--- src/rtl/fetch_prefetch_unit.sv ---
// Instruction fetch stage: sequential word fetches, in-order prefetch FIFO, redirect with stale-response discard.
// Optional performance counters are enabled by defining FETCH_PERF_CNT_EN.
module fetch_prefetch_unit #(
   parameter logic [31:0] RESET_PC   = 32'h0000_0000,
   parameter int          FIFO_DEPTH = 4
) (
   input  logic        i_clk,
   input  logic        i_reset,
   input  logic        i_redirect_valid,
   input  logic [31:0] i_redirect_pc,
   output logic        o_imem_req_valid,
   output logic [31:0] o_imem_req_addr,
   input  logic        i_imem_req_ready,
   input  logic        i_imem_rsp_valid,
   input  logic [31:0] i_imem_rsp_data,
   output logic        o_inst_valid,
   output logic [31:0] o_inst_data,
   output logic [31:0] o_inst_pc,
   input  logic        i_inst_ready
`ifdef FETCH_PERF_CNT_EN
   ,
   output logic [31:0] o_perf_fetched,
   output logic [31:0] o_perf_redirects,
   output logic [31:0] o_perf_dropped
`endif
);

   localparam int PW = $clog2(FIFO_DEPTH);
   localparam int CW = PW + 1;
   localparam logic [CW:0] DEPTH_W = (CW+1)'(FIFO_DEPTH);

   typedef enum logic [0:0] {StRun, StDrain} FetchState;

   FetchState     r_state;
   FetchState     w_stateNext;
   logic [31:0]   r_fetchPc;
   logic [CW-1:0] r_outstanding;
   logic [CW-1:0] r_discard;
   logic [CW-1:0] w_discardNext;
   logic [31:0]   r_fifoData [FIFO_DEPTH];
   logic [31:0]   r_fifoPc   [FIFO_DEPTH];
   logic [PW-1:0] r_fifoWr;
   logic [PW-1:0] r_fifoRd;
   logic [CW-1:0] r_fifoCount;
   logic [31:0]   r_pcq [FIFO_DEPTH];
   logic [PW-1:0] r_pcqWr;
   logic [PW-1:0] r_pcqRd;

   logic [CW:0]   w_inflight;
   logic          w_reqValid;
   logic          w_reqFire;
   logic          w_rspAcc;
   logic          w_drop;
   logic          w_push;
   logic          w_instValid;
   logic          w_pop;
   logic [31:0]   w_redirectPc;

   // Credits cover both buffered words and words still in flight, so the FIFO can never overflow.
   assign w_inflight   = {1'b0, r_fifoCount} + {1'b0, r_outstanding};
   assign w_reqValid   = !i_reset && !i_redirect_valid && (w_inflight < DEPTH_W);
   assign w_reqFire    = w_reqValid && i_imem_req_ready;
   assign w_rspAcc     = i_imem_rsp_valid && (r_outstanding != '0);
   assign w_drop       = w_rspAcc && (i_redirect_valid || (r_discard != '0));
   assign w_push       = w_rspAcc && !w_drop;
   assign w_instValid  = (r_fifoCount != '0);
   assign w_pop        = w_instValid && i_inst_ready;
   assign w_redirectPc = i_redirect_pc & ~32'd3;

   assign o_imem_req_valid = w_reqValid;
   assign o_imem_req_addr  = r_fetchPc;
   assign o_inst_valid     = w_instValid;
   assign o_inst_data      = w_instValid ? r_fifoData[r_fifoRd] : '0;
   assign o_inst_pc        = w_instValid ? r_fifoPc[r_fifoRd]   : '0;

   always_comb begin
      w_discardNext = r_discard;
      w_stateNext   = r_state;
      if (i_redirect_valid) begin
         w_discardNext = r_outstanding - CW'(w_rspAcc);
      end else if (w_rspAcc && (r_discard != '0)) begin
         w_discardNext = r_discard - CW'(1);
      end
      case (r_state)
         StRun:   if (i_redirect_valid && (w_discardNext != '0)) w_stateNext = StDrain;
         StDrain: if (w_discardNext == '0) w_stateNext = StRun;
         default: w_stateNext = StRun;
      endcase
   end

   always_ff @(posedge i_clk) begin
      if (i_reset) begin
         r_state       <= StRun;
         r_fetchPc     <= RESET_PC;
         r_outstanding <= '0;
         r_discard     <= '0;
         r_fifoWr      <= '0;
         r_fifoRd      <= '0;
         r_fifoCount   <= '0;
         r_pcqWr       <= '0;
         r_pcqRd       <= '0;
      end else begin
         r_state       <= w_stateNext;
         r_discard     <= w_discardNext;
         r_outstanding <= r_outstanding + CW'(w_reqFire) - CW'(w_rspAcc);
         if (i_redirect_valid) begin
            r_fetchPc   <= w_redirectPc;
            r_fifoWr    <= '0;
            r_fifoRd    <= '0;
            r_fifoCount <= '0;
            r_pcqWr     <= '0;
            r_pcqRd     <= '0;
         end else begin
            if (w_reqFire) begin
               r_fetchPc <= r_fetchPc + 32'd4;
               r_pcqWr   <= r_pcqWr + PW'(1);
            end
            if (w_push) begin
               r_pcqRd  <= r_pcqRd + PW'(1);
               r_fifoWr <= r_fifoWr + PW'(1);
            end
            if (w_pop) r_fifoRd <= r_fifoRd + PW'(1);
            r_fifoCount <= r_fifoCount + CW'(w_push) - CW'(w_pop);
         end
      end
   end

   // Storage needs no reset; validity comes from the pointers and counts above.
   always_ff @(posedge i_clk) begin
      if (w_reqFire) r_pcq[r_pcqWr] <= r_fetchPc;
      if (w_push) begin
         r_fifoData[r_fifoWr] <= i_imem_rsp_data;
         r_fifoPc[r_fifoWr]   <= r_pcq[r_pcqRd];
      end
   end

`ifdef FETCH_PERF_CNT_EN
   logic [31:0] r_perfFetched;
   logic [31:0] r_perfRedirects;
   logic [31:0] r_perfDropped;

   always_ff @(posedge i_clk) begin
      if (i_reset) begin
         r_perfFetched   <= '0;
         r_perfRedirects <= '0;
         r_perfDropped   <= '0;
      end else begin
         r_perfFetched   <= r_perfFetched + 32'(w_pop);
         r_perfRedirects <= r_perfRedirects + 32'(i_redirect_valid);
         r_perfDropped   <= r_perfDropped + 32'(w_drop);
      end
   end

   assign o_perf_fetched   = r_perfFetched;
   assign o_perf_redirects = r_perfRedirects;
   assign o_perf_dropped   = r_perfDropped;
`endif

endmodule

--- config.mk ---
export PLATFORM = sky130hd
export DESIGN_NAME = fetch_prefetch_unit
export DESIGN_NICKNAME = d
export VERILOG_FILES = /design/src/rtl/fetch_prefetch_unit.sv
export SDC_FILE = /design/constraint.sdc
export NUM_CORES = 1
export LEC_CHECK = 0
export CORE_MARGIN = 1.5
export CORE_UTILIZATION = 45
export CTS_CLUSTER_SIZE = 8
export DETAILED_ROUTE_END_ITERATION = 10
export PLACE_DENSITY = 0.68
export SETUP_SLACK_MARGIN = 0.15
export SYNTH_ARGS = -nofsm -noshare
export SYNTH_HDL_FRONTEND = slang
export SYNTH_SLANG_ARGS = --single-unit
--- constraint.sdc ---
create_clock -name i_clk -period 3.2 [get_ports i_clk]
set_clock_uncertainty 0.2 [all_clocks]
set_input_delay 0.32 -clock i_clk [delete_from_list [all_inputs] [get_ports i_clk]]
set_output_delay 0.32 -clock i_clk [all_outputs]
set_load 0.01 [all_outputs]
==> Word-level counts from Yosys, hierarchy flattened <==
Memories as Yosys holds them, arrays and structs flattened. A register that Yosys moved wholly into a read port is not among the register bits.
Index checks and enable logic that the tools add are counted.
{ "op_classes": {"n_addsub": 12, "n_lt_le_gt_ge": 1, "reduce_logical": 18, "mux": 16} }
{ "ops": {"columns": ["operator", "count"], "rows": [
  ["$mux W32", 4],
  ["$add A32 B3 Y32 const B", 1],
  ["$mux W2", 6],
  ["$reduce_bool A3 Y1", 3],
  ["$sub A3 B1 Y3", 3],
  ["$add A2 B1 Y2 const B", 4],
  ["$logic_and A1 B1 Y1", 8],
  ["$add A3 B1 Y3", 2],
  ["$mux W3", 2],
  ["$add A3 B3 Y4", 1],
  ["$lt A4 B3 Y1 const B", 1],
  ["$mux W1", 4],
  ["$reduce_bool A2 Y1", 2],
  ["$logic_not A1 Y1", 3],
  ["$sub A3 B1 Y3 const B", 1],
  ["$reduce_or A2 Y1", 1],
  ["$logic_or A1 B1 Y1", 1]
]} }
{ "totals": {"ff_bits": 49, "n_memories": 3, "ram_bits": 384} }
{ "mem_list": {"columns": ["memory", "depth", "width", "read_ports", "rd_ports_with_merged_regs", "wr", "line", "source"], "rows": [
  ["r_fifoData", 4, 32, 1, 1, 1, "40", "logic [31:0] r_fifoData [FIFO_DEPTH];"],
  ["r_fifoPc", 4, 32, 1, 1, 1, "41", "logic [31:0] r_fifoPc [FIFO_DEPTH];"],
  ["r_pcq", 4, 32, 1, 1, 1, "45", "logic [31:0] r_pcq [FIFO_DEPTH];"]
]} }

==> Depth between registers and ports, before layout <==
{ "depth": {"word_depth": 7, "depth_mapped": 13, "mapped_depth_nobuf": 11} }

==> Least setup slack after synthesis <==
No wires, ideal clock.
{ "synth_timing": {"path_kind": "register -> register", "startpoint": "register r_outstanding[1]", "endpoint": "memory r_fifoData[1][0], enable pin", "arrival_ps": 2612, "setup_ps": 426, "required_ps": 2574, "stages_incl_launch_ff": 5, "path_buffers": 1, "slack_ps": -38, "path_cell_list": "dfxtp_1 -> o31a_1 -> and4_1 -> clkbuf_1 -> and2_1"} }
{ "synth_via": {"elab_chain_len": 7} }
{ "synth_lines": {"columns": ["element", "line", "source"], "rows": [
  ["from (decl)", "37", "logic [CW-1:0] r_outstanding;"],
  ["from (signal assigned)", "105", "r_outstanding <= r_outstanding + CW'(w_reqFire) - CW'(w_rspAcc);"],
  ["$reduce_bool A3 Y1 (*)", "63", "assign w_rspAcc = i_imem_rsp_valid && (r_outstanding != '0);"],
  ["$logic_and A1 B1 Y1 (*)", "63", null],
  ["$logic_and A1 B1 Y1", "64", "assign w_drop = w_rspAcc && (i_redirect_valid || (r_discard != '0));"],
  ["$logic_not A1 Y1", "65", "assign w_push = w_rspAcc && !w_drop;"],
  ["$logic_and A1 B1 Y1 (*)", "65", null],
  ["$mux W1 (*)", "131", "if (w_push) begin"],
  ["$mux W1 (not written as such) (*)", "132", "r_fifoData[r_fifoWr] <= i_imem_rsp_data;"],
  ["to (decl)", "40", null]
]} }
Mark *: on every way between the ends. The rest lies on a longest branch, timed or not.

==> Worst setup path in the final report <==
{ "layout_timing": {"startpoint": "register r_outstanding[2]", "endpoint": "output o_imem_req_valid"} }
{ "layout_via": {"elab_chain_len": 3} }
{ "layout_lines": {"columns": ["element", "line", "source"], "rows": [
  ["$add A3 B3 Y4", "60", "assign w_inflight = {1'b0, r_fifoCount} + {1'b0, r_outstanding};"],
  ["$lt A4 B3 Y1", "61", "assign w_reqValid = !i_reset && !i_redirect_valid && (w_inflight < DEPTH_W);"],
  ["$logic_and A1 B1 Y1", "61", null],
  ["to (decl)", "11", "output logic o_imem_req_valid,"]
]} }
No other way between the ends.

==> flow_summary_export.csv <==
group,metric,value,unit
power,clkPwrFrac,41.2,%
clock_network,cts_tree,"done",
power,ir_worst_vdd,0.459,mV
final_layout,fin_cells,1609,
yosys,yosysUniqueCellTypes,56,
floorplan,rows,70,
sta,rsz0062_at_grt,"false",
outcome,status,"finished, final reports clean",
sta,holdWs,0.114,ns
sta,post-route-min-period,2.97,ns
floorplan,io_pins,168,
clock_network,h-tree-depth,2,
yosys,synth_cells,896,
hold_path,hold-path-cell-count,3,
floorplan,fp.dieW,195,um
final_layout,finalNetCount,1207,
global_route,grt_pass1_vias,9139,
yosys,synth_area_leader_cell,"edfxtp_1",
worst_setup_path,rr_worst_depth,11,
sta,final-setup-viol-count,0,
final_layout,n_fill_cell,2777,
hold_path,min_to,"o_imem_req_addr[9]",
yosys,async_reset_ff_share,0,%
global_route,antenna_found_initial,0,
floorplan,die_height,195,um
worst_setup_path,crit_path_end_kind,"output pin",
power,p_int,10.2,mW
final_layout,mostFrequentLayoutCells,"edfxtp_1 (368), clkdlybuf4s50_1 (156), mux4_2 (92), and2_1 (70), clkbuf_16 (60)",
global_route,grt_util_met2,29.0,%
global_route,grt-ovfl-total,0,
worst_setup_path,ff2ff_setup_slack,0.32,ns
worst_setup_path,r2r_start,"r_outstanding[2]",
global_route,grtUsageMet3,3.33,%
final_layout,drive_above_1_share,18.8,%
drt,drc,0,
sta,setup-tns-final,0,ns
floorplan,start_util,45.4,%
yosys,ys_seq_elements,419,
worst_setup_path,crit_type,"register to output pin",
power,p_total,13.0,mW
worst_setup_path,cpPeakStageDelay,0.59,ns
power,combPwrFrac,10.1,%
yosys,synth_edf_count,368,
sta,setup_slack,0.235,ns
floorplan,die_area,37900,um^2
clock_network,path_clk_slew,0.05,ns
sta,hold_viol,0,
global_route,grt_pass1_wl,52200,um
power,switching_share,21.5,%
flow_run,cap_violations,0,
hold_path,min_path_type,"input port to register",
yosys,synthTopCellsByArea,"edfxtp_1 (67%), mux4_2 (13%), dfxtp_1 (6.2%)",
final_layout,antenna_cells,0,
drt,drt-total-wl,33200,um
worst_setup_path,start_kind,"register",
hold_path,min-delay-start,"i_redirect_pc[9]",
sta,fin_crit_sh,92.7,%
final_layout,area_growth,24.9,%
worst_setup_path,cp.arrival,2.45,ns
power,p_sw,2.79,mW
worst_setup_path,crit_chain,"ha_1 -> or3_1 -> nor3_1 -> clkdlybuf4s50_1",
clock_network,clk_latency,0.56,ns
yosys,yosys_warnings,0,
global_route,busiest_layer,"met2",
yosys,avgSynthCellArea,18.5,um^2
clock_network,hold_buffers,0,
worst_setup_path,critPathRequiredTime,2.68,ns
placed_design,dp.cells,1516,
power,p_per_area,628,nW/um^2
drt,wl_per_cell,20.6,um
drt,drtIter0Drc,498,
clock_network,clockBufferDepth,3,
placed_design,io_buffers,161,
drt,ant_nets,0,
yosys,synth_flop_cell,"edfxtp_1",
yosys,synth_top_area_share,66.8,%
worst_setup_path,rr_endpoint,"r_outstanding[2]",
placed_design,preCtsSetupSlack,0.268,ns
placed_design,gp_congestion,0.829,
yosys,syn_area,16500,um^2
clock_network,clockRootBuffer,"clkbuf_16",
drt,viasPerCell,5.40,
clock_network,cts.sinks,419,
final_layout,final_common_cell,"edfxtp_1",
sta,slew_violations,0,
placed_design,place.detailed.hpwl,19900,um
power,p_leak,6.74,nW
power,seq_power_share,48.7,%
global_route,grt_max_degree,64,
global_route,met1_usage,25.1,%
worst_setup_path,slowest_stage,"clkdlybuf4s50_1",
clock_network,numCtsBuffers,58,
sta,fmax,0.337,GHz
worst_setup_path,path_max_fanout,4,
floorplan,coreArea,36400,um^2
drt,firstDrtPassIters,5,
global_route,track_usage,17.9,%
yosys,yosysSeqAreaShare,73.0,%
drt,num_vias,8692,
## flip-flops by register name, summed over array words and instances (netlist names), named ones only
register         flops
r_fifoData         128
r_fifoPc           120
r_pcq              120
o_imem_req_addr     30
r_discard            3
r_fifoCount          3
r_outstanding        3
r_fifoRd             2
r_fifoWr             2
r_pcqRd              2
r_pcqWr              2
## cell type report
cell class                      instances  area (um^2)  share of cell area [%]
Clock buffer                           83         1570                    7.58
Inverter                               20         75.1                   0.363
Tap cell                              468          586                    2.83
Clock inverter                          2         15.0                  0.0727
Multi-Input combinational cell        411         4200                    20.3
Sequential cell                       419        12100                    58.4
Timing Repair Buffer                  206         2150                    10.4
## synthesized netlist by cell type (2+ instances only)
cell	count
nand4_1	7
a21oi_1	13
or3_1	4
nand2_1	35
o311ai_0	2
edfxtp_1	368
clkbuf_1	25
o211ai_1	4
and3_1	5
a211oi_1	12
inv_1	19
o22ai_1	2
fa_1	2
nor4_1	7
ha_1	19
nand3_1	11
nand4b_1	2
a31oi_1	6
and2_1	74
xor2_1	5
buf_1	8
mux2_2	2
a221oi_1	2
and4_1	5
o21a_1	2
mux4_2	92
nor3_1	11
xnor2_1	24
buf_4	5
buf_2	11
mux2i_1	3
dfxtp_1	51
nor2_1	35
## power by group through the flow
stage | clock network [mW] | logic, mW | registers (mW)
floorplan | 0 | 0.719 | 6.39
global placement | 0 | 1.29 | 6.41
detailed placement | 0 | 1.31 | 6.42
CTS | 5.49 | 1.33 | 6.32
global route | 5.72 | 1.44 | 6.33
finish | 5.35 | 1.31 | 6.32
## stage by stage
stage / util (%) / cell area [um^2]
floorplan: - / 16600
global placement: 52.1 / 19000
detailed placement: 52.1 / 19000
CTS: 56.5 / 20600
global route: 56.7 / 20700
finish: 56.7 / 20700
## cell families (layout without fill, tap and decap cells)
family | Yosys count | in the layout | share of synthesized area (%)
flip-flops | 419 | 419 | 73.0
AND/OR/NAND/NOR | 207 | 207 | 6.99
multiplexers | 97 | 97 | 12.8
buffers and inverters | 69 | 311 | 1.76
AO/OA/AOI/OAI | 53 | 53 | 2.19
XOR/XNOR | 29 | 29 | 1.54
adder cells (fa/ha/maj) | 21 | 21 | 1.68
other | 1 | 4 | 0.0227
## worst max-delay path by stage
| stage | from | cells after the start | to | slack [ns] |
|---|---|---|---|---|
| 6_report | r_outstanding[2] | 4 | o_imem_req_valid | 0.23 |
| 5_1_grt | register | 4 | o_inst_pc[30] | 0.15 |
| 3_3_place_gp | i_imem_req_ready | 11 | r_outstanding[2] | 0.29 |
| 3_5_place_dp | i_imem_req_ready | 11 | r_outstanding[2] | 0.27 |
| 4_1_cts | register | 5 | o_inst_pc[2] | 0.17 |
| 2_1_floorplan | r_outstanding[2] | 12 | r_outstanding[2] | 0.16 |
## layer usage
metal  vias up  part of all wire (%)  wire length, um
met1      4379                    44            14700
li1       3954                     -                -
met4         0                   2.1              709
met2       298                    48            15900
met5         -                     0                0
met3        61                   5.8             1930
## what timing repair did
| action | 4_1_cts | 5_1_grt |
|---|---|---|
| buffers inserted | 4 | 3 |
| cloned | 0 | 1 |
| setup endpoints to repair | 59 | 13 |
| gates resized for setup | 1 | 7 |
## worst max-delay path, delay by kind of cell, from the launching register on
| family | cells | cell delay (ns) |
|---|---|---|
| simple gates | 2 | 0.59 |
| flops | 1 | 0.40 |
| fa+ha+maj | 1 | 0.29 |
| buf+inv | 1 | 0.59 |
Power figures use the tool's default switching activity.
